### config.mk
export PLATFORM = sky130hd
export DESIGN_NAME = dtw_axil_master
export DESIGN_NICKNAME = d
export VERILOG_FILES = /design/src/rtl/dtw_axil_master.sv
export SDC_FILE = /design/constraint.sdc
export NUM_CORES = 1
export LEC_CHECK = 0
export BUFFER_PORTS_ARGS = -buffer_cell sky130_fd_sc_hd__buf_4
export CAP_MARGIN = 40
export CORE_MARGIN = 5
export CORE_UTILIZATION = 47
export CTS_CLUSTER_DIAMETER = 120
export DETAILED_ROUTE_END_ITERATION = 10
export PLACE_DENSITY = 0.86
export SLEW_MARGIN = 20
export SYNTH_ARGS = -nofsm -noshare
export SYNTH_HDL_FRONTEND = slang
export SYNTH_SLANG_ARGS = --single-unit
export TNS_END_PERCENT = 20
### constraint.sdc
create_clock -name i_axi_clk -period 6.15 [get_ports i_axi_clk]
set_clock_uncertainty 0.15 [all_clocks]
set_input_delay 0.9225 -clock i_axi_clk [delete_from_list [all_inputs] [get_ports i_axi_clk]]
set_output_delay 0.9225 -clock i_axi_clk [all_outputs]
set_load 0.1 [all_outputs]
### src/rtl/dtw_axil_master.sv
// dtw_axil_master: one-outstanding AXI4-Lite master behind a valid/ready command/response port.
// Define AXIL_MASTER_TIMEOUT_EN to add a watchdog that aborts a stalled transfer with resp 2'b11.
module dtw_axil_master #(
  parameter int ADDR_WIDTH     = 32,
  parameter int DATA_WIDTH     = 32,
  parameter int TIMEOUT_CYCLES = 1024
) (
  input  logic                  i_axi_clk,
  input  logic                  i_axi_rst,
  // command / response port
  input  logic                  i_cmd_valid,
  output logic                  o_cmd_ready,
  input  logic                  i_cmd_write,
  input  logic [ADDR_WIDTH-1:0] i_cmd_addr,
  input  logic [DATA_WIDTH-1:0] i_cmd_wdata,
  output logic                  o_rsp_valid,
  input  logic                  i_rsp_ready,
  output logic [DATA_WIDTH-1:0] o_rsp_rdata,
  output logic [1:0]            o_rsp_resp,
  // AXI4-Lite master
  output logic                  o_awvalid,
  output logic [ADDR_WIDTH-1:0] o_awaddr,
  input  logic                  i_awready,
  output logic                  o_wvalid,
  output logic [DATA_WIDTH-1:0] o_wdata,
  input  logic                  i_wready,
  input  logic                  i_bvalid,
  output logic                  o_bready,
  input  logic [1:0]            i_bresp,
  output logic                  o_arvalid,
  output logic [ADDR_WIDTH-1:0] o_araddr,
  input  logic                  i_arready,
  input  logic                  i_rvalid,
  output logic                  o_rready,
  input  logic [1:0]            i_rresp,
  input  logic [DATA_WIDTH-1:0] i_rdata
);

  typedef enum logic [2:0] {
    S_IDLE,
    S_WR_ADDR_DATA,
    S_WR_RESP,
    S_RD_ADDR,
    S_RD_DATA,
    S_RSP
  } state_t;

  localparam logic [1:0] RESP_TIMEOUT = 2'b11;

  if (TIMEOUT_CYCLES < 1) begin : g_bad_timeout
    $error("TIMEOUT_CYCLES must be at least 1");
  end

  state_t                r_state;
  logic                  r_cmd_ready;
  logic                  r_awvalid;
  logic [ADDR_WIDTH-1:0] r_awaddr;
  logic                  r_wvalid;
  logic [DATA_WIDTH-1:0] r_wdata;
  logic                  r_bready;
  logic                  r_arvalid;
  logic [ADDR_WIDTH-1:0] r_araddr;
  logic                  r_rready;
  logic                  r_rsp_valid;
  logic [DATA_WIDTH-1:0] r_rsp_rdata;
  logic [1:0]            r_rsp_resp;

  // A channel is finished once its valid is already down or is being accepted this cycle.
  logic w_aw_done;
  logic w_w_done;
  assign w_aw_done = !r_awvalid || i_awready;
  assign w_w_done  = !r_wvalid  || i_wready;

`ifdef AXIL_MASTER_TIMEOUT_EN
  localparam int CNT_W = (TIMEOUT_CYCLES > 1) ? $clog2(TIMEOUT_CYCLES) : 1;
  localparam logic [CNT_W-1:0] CNT_LAST = CNT_W'(TIMEOUT_CYCLES - 1);

  logic [CNT_W-1:0] r_to_cnt;
  logic             w_wait_state;
  logic             w_advance;
  logic             w_timeout;

  always_comb begin
    // NOTE: default assignment first so every path drives w_advance and no latch is inferred.
    w_advance = 1'b0;
    case (r_state)
      S_WR_ADDR_DATA: w_advance = w_aw_done && w_w_done;
      S_WR_RESP:      w_advance = i_bvalid;
      S_RD_ADDR:      w_advance = i_arready;
      S_RD_DATA:      w_advance = i_rvalid;
      default:        w_advance = 1'b0;
    endcase
  end

  assign w_wait_state = (r_state != S_IDLE) && (r_state != S_RSP);
  assign w_timeout    = w_wait_state && !w_advance && (r_to_cnt == CNT_LAST);

  // Cycles spent in the current waiting state; cleared on every state change.
  always_ff @(posedge i_axi_clk or posedge i_axi_rst) begin
    if (i_axi_rst) begin
      r_to_cnt <= '0;
    end else if (!w_wait_state || w_advance || w_timeout) begin
      r_to_cnt <= '0;
    end else begin
      r_to_cnt <= r_to_cnt + 1'b1;
    end
  end
`endif

  // NOTE: sequential state uses non-blocking assignments so every register samples pre-edge values.
  always_ff @(posedge i_axi_clk or posedge i_axi_rst) begin
    if (i_axi_rst) begin
      r_state     <= S_IDLE;
      r_cmd_ready <= 1'b0;
      r_awvalid   <= 1'b0;
      r_awaddr    <= '0;
      r_wvalid    <= 1'b0;
      r_wdata     <= '0;
      r_bready    <= 1'b0;
      r_arvalid   <= 1'b0;
      r_araddr    <= '0;
      r_rready    <= 1'b0;
      r_rsp_valid <= 1'b0;
      r_rsp_rdata <= '0;
      r_rsp_resp  <= 2'b00;
    end else begin
`ifdef AXIL_MASTER_TIMEOUT_EN
      if (w_timeout) begin
        r_awvalid   <= 1'b0;
        r_wvalid    <= 1'b0;
        r_bready    <= 1'b0;
        r_arvalid   <= 1'b0;
        r_rready    <= 1'b0;
        r_rsp_rdata <= '0;
        r_rsp_resp  <= RESP_TIMEOUT;
        r_rsp_valid <= 1'b1;
        r_state     <= S_RSP;
      end else begin
`else
      begin
`endif
        case (r_state)
          S_IDLE: begin
            r_cmd_ready <= 1'b1;
            if (r_cmd_ready && i_cmd_valid) begin
              r_cmd_ready <= 1'b0;
              if (i_cmd_write) begin
                r_awaddr  <= i_cmd_addr;
                r_wdata   <= i_cmd_wdata;
                r_awvalid <= 1'b1;
                r_wvalid  <= 1'b1;
                r_state   <= S_WR_ADDR_DATA;
              end else begin
                r_araddr  <= i_cmd_addr;
                r_arvalid <= 1'b1;
                r_state   <= S_RD_ADDR;
              end
            end
          end

          S_WR_ADDR_DATA: begin
            if (r_awvalid && i_awready) r_awvalid <= 1'b0;
            if (r_wvalid && i_wready)   r_wvalid  <= 1'b0;
            if (w_aw_done && w_w_done) begin
              r_bready <= 1'b1;
              r_state  <= S_WR_RESP;
            end
          end

          S_WR_RESP: begin
            if (i_bvalid) begin
              r_bready    <= 1'b0;
              r_rsp_resp  <= i_bresp;
              r_rsp_rdata <= '0;
              r_rsp_valid <= 1'b1;
              r_state     <= S_RSP;
            end
          end

          S_RD_ADDR: begin
            if (i_arready) begin
              r_arvalid <= 1'b0;
              r_rready  <= 1'b1;
              r_state   <= S_RD_DATA;
            end
          end

          S_RD_DATA: begin
            if (i_rvalid) begin
              r_rready    <= 1'b0;
              r_rsp_rdata <= i_rdata;
              r_rsp_resp  <= i_rresp;
              r_rsp_valid <= 1'b1;
              r_state     <= S_RSP;
            end
          end

          S_RSP: begin
            if (i_rsp_ready) begin
              r_rsp_valid <= 1'b0;
              r_cmd_ready <= 1'b1;
              r_state     <= S_IDLE;
            end
          end

          default: r_state <= S_IDLE;
        endcase
      end
    end
  end

  assign o_cmd_ready = r_cmd_ready;
  assign o_awvalid   = r_awvalid;
  assign o_awaddr    = r_awaddr;
  assign o_wvalid    = r_wvalid;
  assign o_wdata     = r_wdata;
  assign o_bready    = r_bready;
  assign o_arvalid   = r_arvalid;
  assign o_araddr    = r_araddr;
  assign o_rready    = r_rready;
  assign o_rsp_valid = r_rsp_valid;
  assign o_rsp_rdata = r_rsp_rdata;
  assign o_rsp_resp  = r_rsp_resp;

endmodule
==> reports/results.ini <==
[timing]
relSlewSlack_pct = 50.3
drv_slew = 0
fin_crit_sh_pct = 40.3
tns_ns = 0
max_freq_mhz = 404
setup_viol = 0
hold_viol_final = 0
rsz0062_at_grt = no
holdWs_ns = 0.312
tightest_slew_ns = 0.744
fin_crit_ns = 2.48

[die]
rows = 40
initial_core_util_pct = 47.4
fp.coreArea_mm2 = 0.0119
die_h_um = 120
die-area_mm2 = 0.0143
io-pin-count = 247
die_w_um = 120

[grt]
grt_pass1_vias = 4537
overflow = 0
track_usage_pct = 21.5
grt_pass1_wl_um = 24000
antenna_found_initial = 0
grt_max_degree = 85

[worst_setup_path]
crit_path_end_kind = flop
crit_cells = 4
path_class = reg -> reg
slowest_delay_ns = 0.58
startpoint_type = flop
worst_path_max_delay_cell = dfrtp_1
critPathMaxFanout = 35
r2r-end = o_awaddr[23]
reg2reg_from = r_state[0]
cp.arrival_ns = 2.62
crit_end = o_awaddr[23]
critPathTopFamily = simple AND/OR/NAND/NOR gates
path_cells = nor4_4, nand2_4, buf_12, mux2_4
startpoint = r_state[0]
worst-path-buf-inv = 1
reg2regPathDepth = 4
rrSetupSlack_ns = 3.67
cp.required_ns = 6.29

[synth]
yosysTopAreaCellShare_pct = 62.1
synthArstFlopShare_pct = 100
synth_cells = 418
ys_warn_count = 0
synth_cell_types = 29
synthTopCellsByCount = dfrtp_1, nand2_1, mux2_2
ys_seq_elements = 140
yosysTopAreaCell = dfrtp_1
synth.yosys.seq_area_share_pct = 62.1
syn_avg_cell_area_um2 = 13.5
synth_edf_count = 0
synth_area_leaders = dfrtp_1, mux2_2, mux2_4
syn_area_mm2 = 0.00564
syn_nets = 528
synth_ff_type = dfrtp_1
synth_most_common_cell = dfrtp_1

[clocking]
h-tree-depth = 4
numCtsBuffers = 17
cts_sinks = 140
cts_resized = 0
cts_setup_buffers = 0
cts_hold_buf = 0
insertion_delay_ns = 0.41
clockBufferDepth = 2
tritoncts = done
clock-root-buffer = clkbuf_16
cts.reportedPaths.clkPinSlew_ns = 0.06

[finish]
num-nets-final = 774
multi_input_area_mm2 = 0.00197
area_delta_synth_final_pct = 46.0
n_antenna_cell = 0
regArea_mm2 = 0.00350
post_route_cells_drive_above_1_share_pct = 56.4
fill_cells = 809

[run]
maxCapViolCount = 0

[routing]
wirelength_um = 15300
avgRoutedWirePerCell_um = 18.6
num_vias = 4157
dr.pass1.iters = 4
drc_errors = 0
ant_nets = 0
avgViaCountPerCell = 5.06
drt_iter0_drc = 262

[place]
io_buffers = 246
dp_hpwl_um = 11100
gp_congestion = 0.857

[hold_path]
hp-class = in -> async

[outcome]
status = finished clean

==> layout make-up <==
| type | instances | share of cell area, % |
|---|---|---|
| well taps | 147 | 2.23 |
| repair buffers | 251 | 23.5 |
| inverters | 6 | 0.334 |
| clock buffers | 24 | 6.09 |
| clock inverters | 6 | 1.32 |
| multi-input cells | 248 | 24.0 |
| flip-flops and latches | 140 | 42.5 |
==> worst min path at each step <==
stage,depth (start not counted),from,end,slack [ns]
5_1_grt,2,i_axi_rst,o_wdata[20],0.31
4_1_cts,2,o_rsp_rdata[26],o_rsp_rdata[26],0.34
6_report,2,i_axi_rst,o_wdata[20],0.31
2_1_floorplan,2,r_state[2],o_cmd_ready,0.41
3_3_place_gp,2,o_rsp_rdata[28],o_rsp_rdata[28],0.31
3_5_place_dp,2,o_rsp_rdata[26],o_rsp_rdata[26],0.32
==> logic make-up after synthesis <==
group	share of synthesized area (%)
mux	22.0
compound gates	5.50
buf+inv	3.26
flops	62.1
simple gates	7.10
==> state kept, by name, summed over array words and instances (netlist names) <==
| register | count |
|---|---|
| o_wvalid | 1 |
| o_rsp_resp | 2 |
| o_wdata | 32 |
| o_araddr | 32 |
| o_rready | 1 |
| o_rsp_valid | 1 |
| o_bready | 1 |
| r_state | 3 |
| o_awvalid | 1 |
| o_awaddr | 32 |
| o_cmd_ready | 1 |
| o_arvalid | 1 |
| o_rsp_rdata | 32 |
==> worst register-to-register path, cell delays in order, from the launching register on <==
cell and delay [ns]:
dfrtp_1 0.58, nor4_4 0.50, nand2_4 0.41, buf_12 0.37
mux2_4 0.36
==> per-layer routing <==
layer | part of all wire, % | global-route usage (%)
met5 | 0 | 0
met4 | 1.8 | 7.59
met3 | 10 | 9.71
met2 | 49 | 35.9
met1 | 39 | 24.5
==> placed cells by master (no fill, tap or decap), drive strengths merged <==
cell	count
o21bai	1
a31oi	3
o21ba	1
a21boi	1
nand3b	2
a21o	1
nor2	7
a22oi	1
inv	6
mux2i	2
mux2	96
buf	251
nor4	1
clkinv	3
a32o	1
nor2b	1
bufinv	3
nand3	1
dfrtp	140
o2bb2ai	1
nand2b	5
clkbuf	24
o221ai	1
o21ai	38
o22a	1
nand2	78
a21oi	5
==> per-stage QoR <==
stage / std cells / area, µm² / util, % / setup WS [ns]
after floorplan: 418 / 5640 / - / 1.32
after global placement: 789 / 7550 / 63.4 / 3.20
after detailed placement: 791 / 7600 / 63.8 / 3.38
after CTS: 821 / 8210 / 68.9 / 3.70
after global routing: 822 / 8240 / 69.1 / 3.59
final: 822 / 8240 / 69.1 / 3.67
Power is left out: the tool's default activity adds up to more than one toggle a clock period on the data nets, which glitch-free logic cannot reach.
